File: src/rtl/ibr128_seq_pkg.sv
// Shared state encoding and register-field positions for the IBR128 bus sequencer.
package ibr128_seq_pkg;

   typedef enum logic [2:0] {
      IDLE,
      WR_DIN,
      WR_GO,
      RD_STAT,
      CHK_STAT,
      RD_DOUT,
      WR_STOP,
      RESP
   } state_t;

   localparam int unsigned ENABLE_BIT     = 0;
   localparam int unsigned ENCRYPT_BIT    = 1;
   localparam int unsigned STAT_READY_BIT = 0;
   localparam int unsigned BEATS          = 4;

   function automatic logic [31:0] ctrl_word(input logic encrypt, input logic enable);
      logic [31:0] w;
      w = '0;
      w[ENABLE_BIT]  = enable;
      w[ENCRYPT_BIT] = encrypt;
      return w;
   endfunction

endpackage

File: src/rtl/ibr128_seq_if.sv
// Job/result stream handshakes plus the IBR128 register port driven by ibr128_seq.
interface ibr128_seq_if;

   logic         job_valid;
   logic         job_ready;
   logic         job_encrypt;
   logic [127:0] job_data;
   logic         res_valid;
   logic         res_ready;
   logic [127:0] res_data;
   logic         res_err;
   logic         CS;
   logic         Write;
   logic         Read;
   logic [4:0]   Addr;
   logic [31:0]  WData;
   logic [31:0]  RData;

   modport master (
      input  job_valid, job_encrypt, job_data, res_ready, RData,
      output job_ready, res_valid, res_data, res_err, CS, Write, Read, Addr, WData
   );

   modport slave (
      output job_valid, job_encrypt, job_data, res_ready, RData,
      input  job_ready, res_valid, res_data, res_err, CS, Write, Read, Addr, WData
   );

endinterface

File: src/rtl/ibr128_seq.sv
// Sequencer: writes one 128-bit block to IBR128, starts it, polls ready, reads the result back.
// Optional poll timeout enabled by defining IBR128_SEQ_TIMEOUT_EN.
module ibr128_seq
   import ibr128_seq_pkg::*;
#(
   parameter logic [4:0] ADDR_CTRL = 5'd0,
   parameter logic [4:0] ADDR_STAT = 5'd1,
   parameter logic [4:0] ADDR_DIN  = 5'd4,
   parameter logic [4:0] ADDR_DOUT = 5'd12
`ifdef IBR128_SEQ_TIMEOUT_EN
   ,parameter logic [15:0] POLL_MAX = 16'd1023
`endif
) (
   input  logic Clk,
   input  logic Rst,
   ibr128_seq_if.master bus
);

   state_t       state, state_nx;
   logic [2:0]   beat;
   logic [1:0]   cap_idx;
   logic [127:0] din_q;
   logic [127:0] res_q;
   logic         enc_q;
   logic         idle_ready;
   logic         stat_ready;
   logic         timeout;
   logic         cs, wr, rd;
   logic [4:0]   addr;
   logic [31:0]  wdata;

   assign idle_ready = (state == IDLE) && !Rst;
   assign stat_ready = bus.RData[STAT_READY_BIT];
   // Read data lags the strobe by one cycle, so beat k stores word k-1.
   assign cap_idx    = beat[1:0] - 2'd1;

`ifdef IBR128_SEQ_TIMEOUT_EN
   logic [15:0] poll_cnt;
   logic [15:0] poll_inc;
   logic        err_q;

   assign poll_inc = poll_cnt + 16'd1;
   assign timeout  = (state == CHK_STAT) && !stat_ready && (poll_inc == POLL_MAX);

   always_ff @(posedge Clk) begin
      if (Rst) begin
         poll_cnt <= '0;
         err_q    <= 1'b0;
      end else begin
         if (state == WR_GO)
            poll_cnt <= '0;
         else if (state == CHK_STAT && !stat_ready)
            poll_cnt <= poll_inc;
         if (timeout)
            err_q <= 1'b1;
         else if (state == RESP && bus.res_ready)
            err_q <= 1'b0;
      end
   end

   assign bus.res_err = err_q;
`else
   assign timeout     = 1'b0;
   assign bus.res_err = 1'b0;
`endif

   always_ff @(posedge Clk) begin
      if (Rst)
         state <= IDLE;
      else
         state <= state_nx;
   end

   always_ff @(posedge Clk) begin
      if (Rst) begin
         beat  <= '0;
         din_q <= '0;
         enc_q <= 1'b0;
         res_q <= '0;
      end else begin
         case (state)
            IDLE: begin
               if (bus.job_valid) begin
                  din_q <= bus.job_data;
                  enc_q <= bus.job_encrypt;
                  res_q <= '0;
                  beat  <= '0;
               end
            end
            WR_DIN, RD_DOUT: beat <= (state_nx == state) ? beat + 3'd1 : '0;
            default: ;
         endcase
         if (state == RD_DOUT && beat != '0)
            res_q[{cap_idx, 5'd0} +: 32] <= bus.RData;
      end
   end

   always_comb begin
      state_nx = state;
      cs       = 1'b0;
      wr       = 1'b0;
      rd       = 1'b0;
      addr     = '0;
      wdata    = '0;
      case (state)
         IDLE: begin
            if (bus.job_valid)
               state_nx = WR_DIN;
         end
         WR_DIN: begin
            cs    = 1'b1;
            wr    = 1'b1;
            addr  = ADDR_DIN + {3'b0, beat[1:0]};
            wdata = din_q[{beat[1:0], 5'd0} +: 32];
            if (beat == 3'(BEATS - 1))
               state_nx = WR_GO;
         end
         WR_GO: begin
            cs       = 1'b1;
            wr       = 1'b1;
            addr     = ADDR_CTRL;
            wdata    = ctrl_word(enc_q, 1'b1);
            state_nx = RD_STAT;
         end
         RD_STAT: begin
            cs       = 1'b1;
            rd       = 1'b1;
            addr     = ADDR_STAT;
            state_nx = CHK_STAT;
         end
         CHK_STAT: begin
            if (stat_ready)
               state_nx = RD_DOUT;
            else if (timeout)
               state_nx = WR_STOP;
            else
               state_nx = RD_STAT;
         end
         RD_DOUT: begin
            if (beat < 3'(BEATS)) begin
               cs   = 1'b1;
               rd   = 1'b1;
               addr = ADDR_DOUT + {3'b0, beat[1:0]};
            end else begin
               state_nx = WR_STOP;
            end
         end
         WR_STOP: begin
            cs       = 1'b1;
            wr       = 1'b1;
            addr     = ADDR_CTRL;
            wdata    = ctrl_word(enc_q, 1'b0);
            state_nx = RESP;
         end
         RESP: begin
            if (bus.res_ready)
               state_nx = IDLE;
         end
         default: state_nx = IDLE;
      endcase
   end

   assign bus.job_ready = idle_ready;
   assign bus.res_valid = (state == RESP);
   assign bus.res_data  = res_q;
   assign bus.CS        = cs;
   assign bus.Write     = wr;
   assign bus.Read      = rd;
   assign bus.Addr      = addr;
   assign bus.WData     = wdata;

endmodule
File: src/flat_wrapper.sv
// flat-port wrapper written by rule: the top's interface ports become plain ports
module ibr128_seq_flat import ibr128_seq_pkg::*;
#(
   parameter logic [4:0] ADDR_CTRL = 5'd0,
   parameter logic [4:0] ADDR_STAT = 5'd1,
   parameter logic [4:0] ADDR_DIN  = 5'd4,
   parameter logic [4:0] ADDR_DOUT = 5'd12

)
  (Clk, Rst, bus_job_valid, bus_job_encrypt, bus_job_data, bus_res_ready, bus_RData, bus_job_ready, bus_res_valid, bus_res_data, bus_res_err, bus_CS, bus_Write, bus_Read, bus_Addr, bus_WData);
  ibr128_seq_if bus_i ();
  input  logic Clk;
  input  logic Rst;
  input wire logic [$bits(bus_i.job_valid)-1:0] bus_job_valid;
  input wire logic [$bits(bus_i.job_encrypt)-1:0] bus_job_encrypt;
  input wire logic [$bits(bus_i.job_data)-1:0] bus_job_data;
  input wire logic [$bits(bus_i.res_ready)-1:0] bus_res_ready;
  input wire logic [$bits(bus_i.RData)-1:0] bus_RData;
  output wire logic [$bits(bus_i.job_ready)-1:0] bus_job_ready;
  output wire logic [$bits(bus_i.res_valid)-1:0] bus_res_valid;
  output wire logic [$bits(bus_i.res_data)-1:0] bus_res_data;
  output wire logic [$bits(bus_i.res_err)-1:0] bus_res_err;
  output wire logic [$bits(bus_i.CS)-1:0] bus_CS;
  output wire logic [$bits(bus_i.Write)-1:0] bus_Write;
  output wire logic [$bits(bus_i.Read)-1:0] bus_Read;
  output wire logic [$bits(bus_i.Addr)-1:0] bus_Addr;
  output wire logic [$bits(bus_i.WData)-1:0] bus_WData;
  assign bus_i.job_valid = bus_job_valid;
  assign bus_i.job_encrypt = bus_job_encrypt;
  assign bus_i.job_data = bus_job_data;
  assign bus_i.res_ready = bus_res_ready;
  assign bus_i.RData = bus_RData;
  assign bus_job_ready = bus_i.job_ready;
  assign bus_res_valid = bus_i.res_valid;
  assign bus_res_data = bus_i.res_data;
  assign bus_res_err = bus_i.res_err;
  assign bus_CS = bus_i.CS;
  assign bus_Write = bus_i.Write;
  assign bus_Read = bus_i.Read;
  assign bus_Addr = bus_i.Addr;
  assign bus_WData = bus_i.WData;
  ibr128_seq #(.ADDR_CTRL(ADDR_CTRL), .ADDR_STAT(ADDR_STAT), .ADDR_DIN(ADDR_DIN), .ADDR_DOUT(ADDR_DOUT)) u_core (.Clk(Clk), .Rst(Rst), .bus(bus_i));
endmodule
File: config.mk
export PLATFORM = sky130hd
export DESIGN_NAME = ibr128_seq_flat
export DESIGN_NICKNAME = d
export VERILOG_FILES = /design/src/rtl/ibr128_seq_pkg.sv /design/src/rtl/ibr128_seq_if.sv /design/src/rtl/ibr128_seq.sv /design/src/flat_wrapper.sv
export SDC_FILE = /design/constraint.sdc
export NUM_CORES = 1
export LEC_CHECK = 0
export ABC_AREA = 1
export CORE_MARGIN = 4
export CORE_UTILIZATION = 28
export DETAILED_ROUTE_END_ITERATION = 10
export MAX_ROUTING_LAYER = met4
export PLACE_DENSITY = 0.62
export SETUP_SLACK_MARGIN = 0.2
export SLEW_MARGIN = 30
export SYNTH_ARGS = -nofsm -noshare
export SYNTH_HDL_FRONTEND = slang
export SYNTH_SLANG_ARGS = --single-unit
File: constraint.sdc
create_clock -name Clk -period 3.8 [get_ports Clk]
set_input_delay 1.14 -clock Clk [delete_from_list [all_inputs] [get_ports Clk]]
set_output_delay 1.14 -clock Clk [all_outputs]
set_load 0.02 [all_outputs]
* Word-level counts from Yosys, hierarchy flattened
Cells that the tools add are included.
Word-level totals: register bits 263, logic and storage cells 56, input port bits 165
Cells by class: $add $sub $neg 5, mux-type cells 21, reduce and logical (&&, ||, !) cells 11, shifts and indexed selects 3, equality and inequality tests 10, magnitude comparators 1
Operator list (number):
- two-way mux 128 bit | 4
- bitwise mux 128 bit | 1
- variable shift 32 x 9 -> 128 bit (first input constant) | 1
- variable part select 128 x 8 -> 32 bit | 1
- variable part select 32 x 9 -> 128 bit | 1
- one-hot mux 32 bit (3 select lines) | 1
- one-hot mux 3 bit (8 select lines) | 1
- two-way mux 3 bit | 7
- one-hot mux 5 bit (3 select lines) | 1
- == test 3 bit (second input constant) | 4
- == test 3 x 2 -> 1 bit (second input constant) | 3
- negator 7 -> 9 bit | 1
- one-hot mux 3 bit (2 select lines) | 1
- adder 4 x 2 -> 5 bit (first input constant) | 1
- two-way mux 5 bit | 1
- adder 3 x 2 -> 4 bit (first input constant) | 1
- one-hot mux 1 bit (2 select lines) | 2
- AND reduction 2 bit | 2
- OR reduction 4 bit | 1
- adder 3 x 1 -> 3 bit (second input constant) | 1
- == test 3 x 1 -> 1 bit (second input constant) | 1
- == test 3 bit | 1
- zero test 3 bit | 1
- < comparator 3 bit (second input constant) | 1
- other kinds (9) | 11

* Longest topological paths before layout
depth in word-level cells 6, depth in mapped cells 12

* Worst setup path before layout
Ideal clock, no wire load.
kind input to output, start input port Rst, end output port bus_job_ready, path slack 511 ps, arrival time 2149 ps, buffers on the path 2, cell stages on the path 3, cell sequence clkbuf_1 clkbuf_1 nor4_1
On the way: longest elaborated chain between the ends 2
Ends and longest elaborated chain:
- start: declaration | line flat_wrapper.sv:13 | input logic Rst;
- zero test 1 bit | line ibr128_seq.sv:32 | assign idle_ready = (state == IDLE) && !Rst;
- logical AND 1 bit | line ibr128_seq.sv:32
- end: declaration | line flat_wrapper.sv:19 | output wire logic [$bits(bus_i.job_ready)-1:0] bus_job_ready;
Every way passes these cells.

* Final worst setup path
start register u_core.state[1], end output port bus_Write
On the way: longest elaborated chain between the ends 3, elaborated cells on any way between the ends 5, classes of those cells 3 x eq/ne; 1 x mux; 1 x reduce/logical
Ends and longest elaborated chain:
- start: declaration | line ibr128_seq.sv:19 | state_t state, state_nx;
- start signal: assignment | line ibr128_seq.sv:71 | state <= state_nx;
- == test 3 x 2 -> 1 bit, or another cell as far along | line ibr128_seq.sv:105 | case (state)
- OR reduction 3 bit (no source line) (*)
- two-way mux 1 bit (*) | line ibr128_seq.sv:105
- end: declaration | line flat_wrapper.sv:24 | output wire logic [$bits(bus_i.Write)-1:0] bus_Write;
Mark *: on every way between the ends. The rest lies on a longest branch, timed or not.

==> impl_metrics.env <==
export IMPL_critPathMaxStageDelay_ns=0.55
export IMPL_avgSynthCellArea_um2=7.74
export IMPL_detail_route_antenna_nets=0
export IMPL_r2r_cells=9
export IMPL_track_usage_pct=20.2
export IMPL_slew_headroom_pct=34.2
export IMPL_fin_util_pct=40.1
export IMPL_cts_setup_buffers=0
export IMPL_path_cells="clkinv_2 -> nand3_2 -> buf_6 -> nand2_1 -> clkdlybuf4s50_1"
export IMPL_fin_ws_ns=0.348
export IMPL_grt_pass1_wl_mm=68.7
export IMPL_setup_viol=0
export IMPL_syn_cell_area_um2=11500
export IMPL_clock_sinks=263
export IMPL_first_global_vias=11000
export IMPL_p_per_area_nw_per_um2=433
export IMPL_vias=11600
export IMPL_wire_per_inst_um=20.3
export IMPL_min_path_cells=2
export IMPL_layout_commonest_cell="clkdlybuf4s50_1"
export IMPL_combPwrFrac_pct=12.2
export IMPL_hold_end="u_core.din_q[35]"
export IMPL_fp_row_count=73
export IMPL_totalWireLength_mm=46.3
export IMPL_outcome="completed"
export IMPL_endpoint_kind="output port"
export IMPL_postCtsHoldBufs=0
export IMPL_dieWidth_um=211
export IMPL_stdcell_area_um2=16100
export IMPL_maxSlewViolCount=0
export IMPL_synthDistinctLibCells=35
export IMPL_clk_pin_slew_worst_paths_ns=0.06
export IMPL_cts_buffer_depth=3
export IMPL_synth_area_top_cells="dfxtp_1 (46%), a21oi_1 (12%), nand3_1 (11%)"
export IMPL_period_needed_ns=3.45
export IMPL_worstSetupPathType="reg -> out"
export IMPL_antenna_found_initial=2
export IMPL_reg2reg_from="u_core.beat[1]"
export IMPL_cp_required_ns=2.66
export IMPL_p_sw_share_pct=26.0
export IMPL_drive_gt1_share_pct=8.25
export IMPL_core_area_um2=40200
export IMPL_place_area_um2=15000
export IMPL_seq_area_frac_synth_pct=45.8
export IMPL_rsz0062_at_grt="yes"
export IMPL_drtIter0Drc=1279
export IMPL_min_path_type="reg -> reg"
export IMPL_clkPwrFrac_pct=46.2
export IMPL_yosys_warnings=0
export IMPL_cts_tree="built"
export IMPL_clock_root_buffer="clkbuf_16"
export IMPL_ys_seq_elements=263
export IMPL_die_area_um2=44400
export IMPL_critPathTopFamily="buffers and inverters"
export IMPL_intPower_w=0.00516
export IMPL_area_growth_pct=40.2
export IMPL_portBuffers=333
export IMPL_p_sw_w=0.00181
export IMPL_tns_ns=0
export IMPL_drt_pass1_iter_count=6
export IMPL_cts_buffers=31
export IMPL_seq_power_share_pct=41.6
export IMPL_reg2reg_to="u_core.bus.res_data[56]"
export IMPL_maxCapViolations=0
export IMPL_path_buf_inv=3
export IMPL_period_share_pct=90.8
export IMPL_grt_max_degree=179
export IMPL_synthCells=1485
export IMPL_place_gp_congestion=0.964
export IMPL_leakagePower_nw=5.92
export IMPL_synth_top_cell_by_area="dfxtp_1"
export IMPL_start_util_pct=28.6
export IMPL_power_w=0.00697
export IMPL_num_nets_final=1903
export IMPL_clock_latency_ns=0.58
export IMPL_ir_drop_mv=0.304
export IMPL_grt_overflow=0
export IMPL_worstMarginPinSlew_ns=0.987
export IMPL_rrSetupSlack_ns=1.31
export IMPL_die_h_um=211
export IMPL_critPathMaxFanout=31
export IMPL_routed_via_density=5.09
export IMPL_drc_errors=0
export IMPL_final_cell_mix="clkdlybuf4s50_1 (298), a21oi_1 (282), dfxtp_1 (259)"
export IMPL_io_pin_count=336
export IMPL_min_from="u_core.din_q[35]"
export IMPL_synth_top_area_share_pct=45.8
export IMPL_fmax_mhz=290
export IMPL_clock_skew_final_ns=0.0264
export IMPL_cp_data_arrival_time_ns=2.31
export IMPL_hpwl_mm=32.4
export IMPL_cts_htree_levels=1
export IMPL_start_kind="flop"
export IMPL_pre_cts_ws_ns=0.547
export IMPL_crit_slowest_cell="clkdlybuf4s50_1"
export IMPL_finalHoldViolations=0
==> stage by stage <==
stage          std cells  hold WS, ns
6_report            2284        0.462
4_1_cts             2282        0.462
3_3_place_gp        2223        0.450
2_1_floorplan       1486        0.434
5_1_grt             2284        0.473
3_5_place_dp        2224        0.452
==> repair_timing <==
item	CTS	global route
gates resized for setup	26	21
endpoints found under the hold margin	0	0
cloned	0	0
setup endpoints to repair	35	14
==> area by class of cell <==
type,instances,area (um2)
antenna,2,5.00
sequential,263,5270
fill,4141,24100
clock buffer,42,887
clock inverter,16,226
inverter,117,463
tap,525,657
timing repair buffer,353,3620
multi-input combinational,966,4990
==> cell families (layout without fill, tap and decap cells) <==
logic type / after synthesis / after routing / synth area share [%]
and+or+nand+nor: 531 / 531 / 21.9
AOI/OAI and AO/OA: 427 / 427 / 20.5
DFF: 263 / 263 / 45.8
buffers and inverters: 257 / 528 / 11.1
adders and majority gates: 6 / 6 / 0.653
other: 1 / 4 / 0.0326
==> state kept, by name (all words and copies together) (netlist names) <==
register,count
u_core.state,3
u_core.beat,3
u_core.enc_q,1
u_core.din_q,128
u_core.bus.res_data,128
==> Yosys cell counts (all sizes together) <==
| cell | count |
|---|---|
| a21oi | 292 |
| conb | 1 |
| or2 | 1 |
| ha | 6 |
| buf | 83 |
| nor4 | 1 |
| a31oi | 3 |
| nand4 | 3 |
| nor3 | 2 |
| o21ai | 66 |
| dfxtp | 263 |
| inv | 111 |
| clkinv | 6 |
| clkbuf | 57 |
| nor2 | 111 |
| nand2 | 147 |
| a211oi | 66 |
| nand3 | 266 |
==> power by group through the flow <==
stage | Combinational [W] | Sequential, W | Clock (W)
after floorplan | 0.000469 | 0.00295 | 0
after global placement | 0.000844 | 0.00296 | 0
after detailed placement | 0.000847 | 0.00296 | 0
after CTS | 0.000843 | 0.00290 | 0.00329
after global routing | 0.000917 | 0.00291 | 0.00341
final | 0.000848 | 0.00290 | 0.00322
==> worst max-delay path by stage <==
stage / from / endpoint / slack, ns / cells after the start
finish: u_core.state[1] / bus_Write / 0.35 / 5
global route: u_core.state[1] / bus_Write / 0.20 / 5
global placement: Rst / bus_job_ready / 0.52 / 3
detailed placement: Rst / bus_job_ready / 0.55 / 3
floorplan: Rst / bus_job_ready / 0.51 / 3
CTS: u_core.beat[1] / bus_WData[23] / 0.06 / 6
==> metal layers <==
layer | vias up | global-route usage [%] | routed length (um)
li1 | 5545 | - | -
met1 | 5561 | 28.8 | 21000
met2 | 424 | 29.9 | 20700
met3 | 86 | 2.84 | 2900
met4 | 0 | 6.15 | 1660
met5 | - | - | 0
==> tightest hold or removal path, delay by kind of cell, from the launching register on <==
family / cells / cell delay (ns)
AOI/OAI and AO/OA: 1 / 0.06
DFF: 1 / 0.29
buffers and inverters: 1 / 0.06
Power figures use the tool's default switching activity.
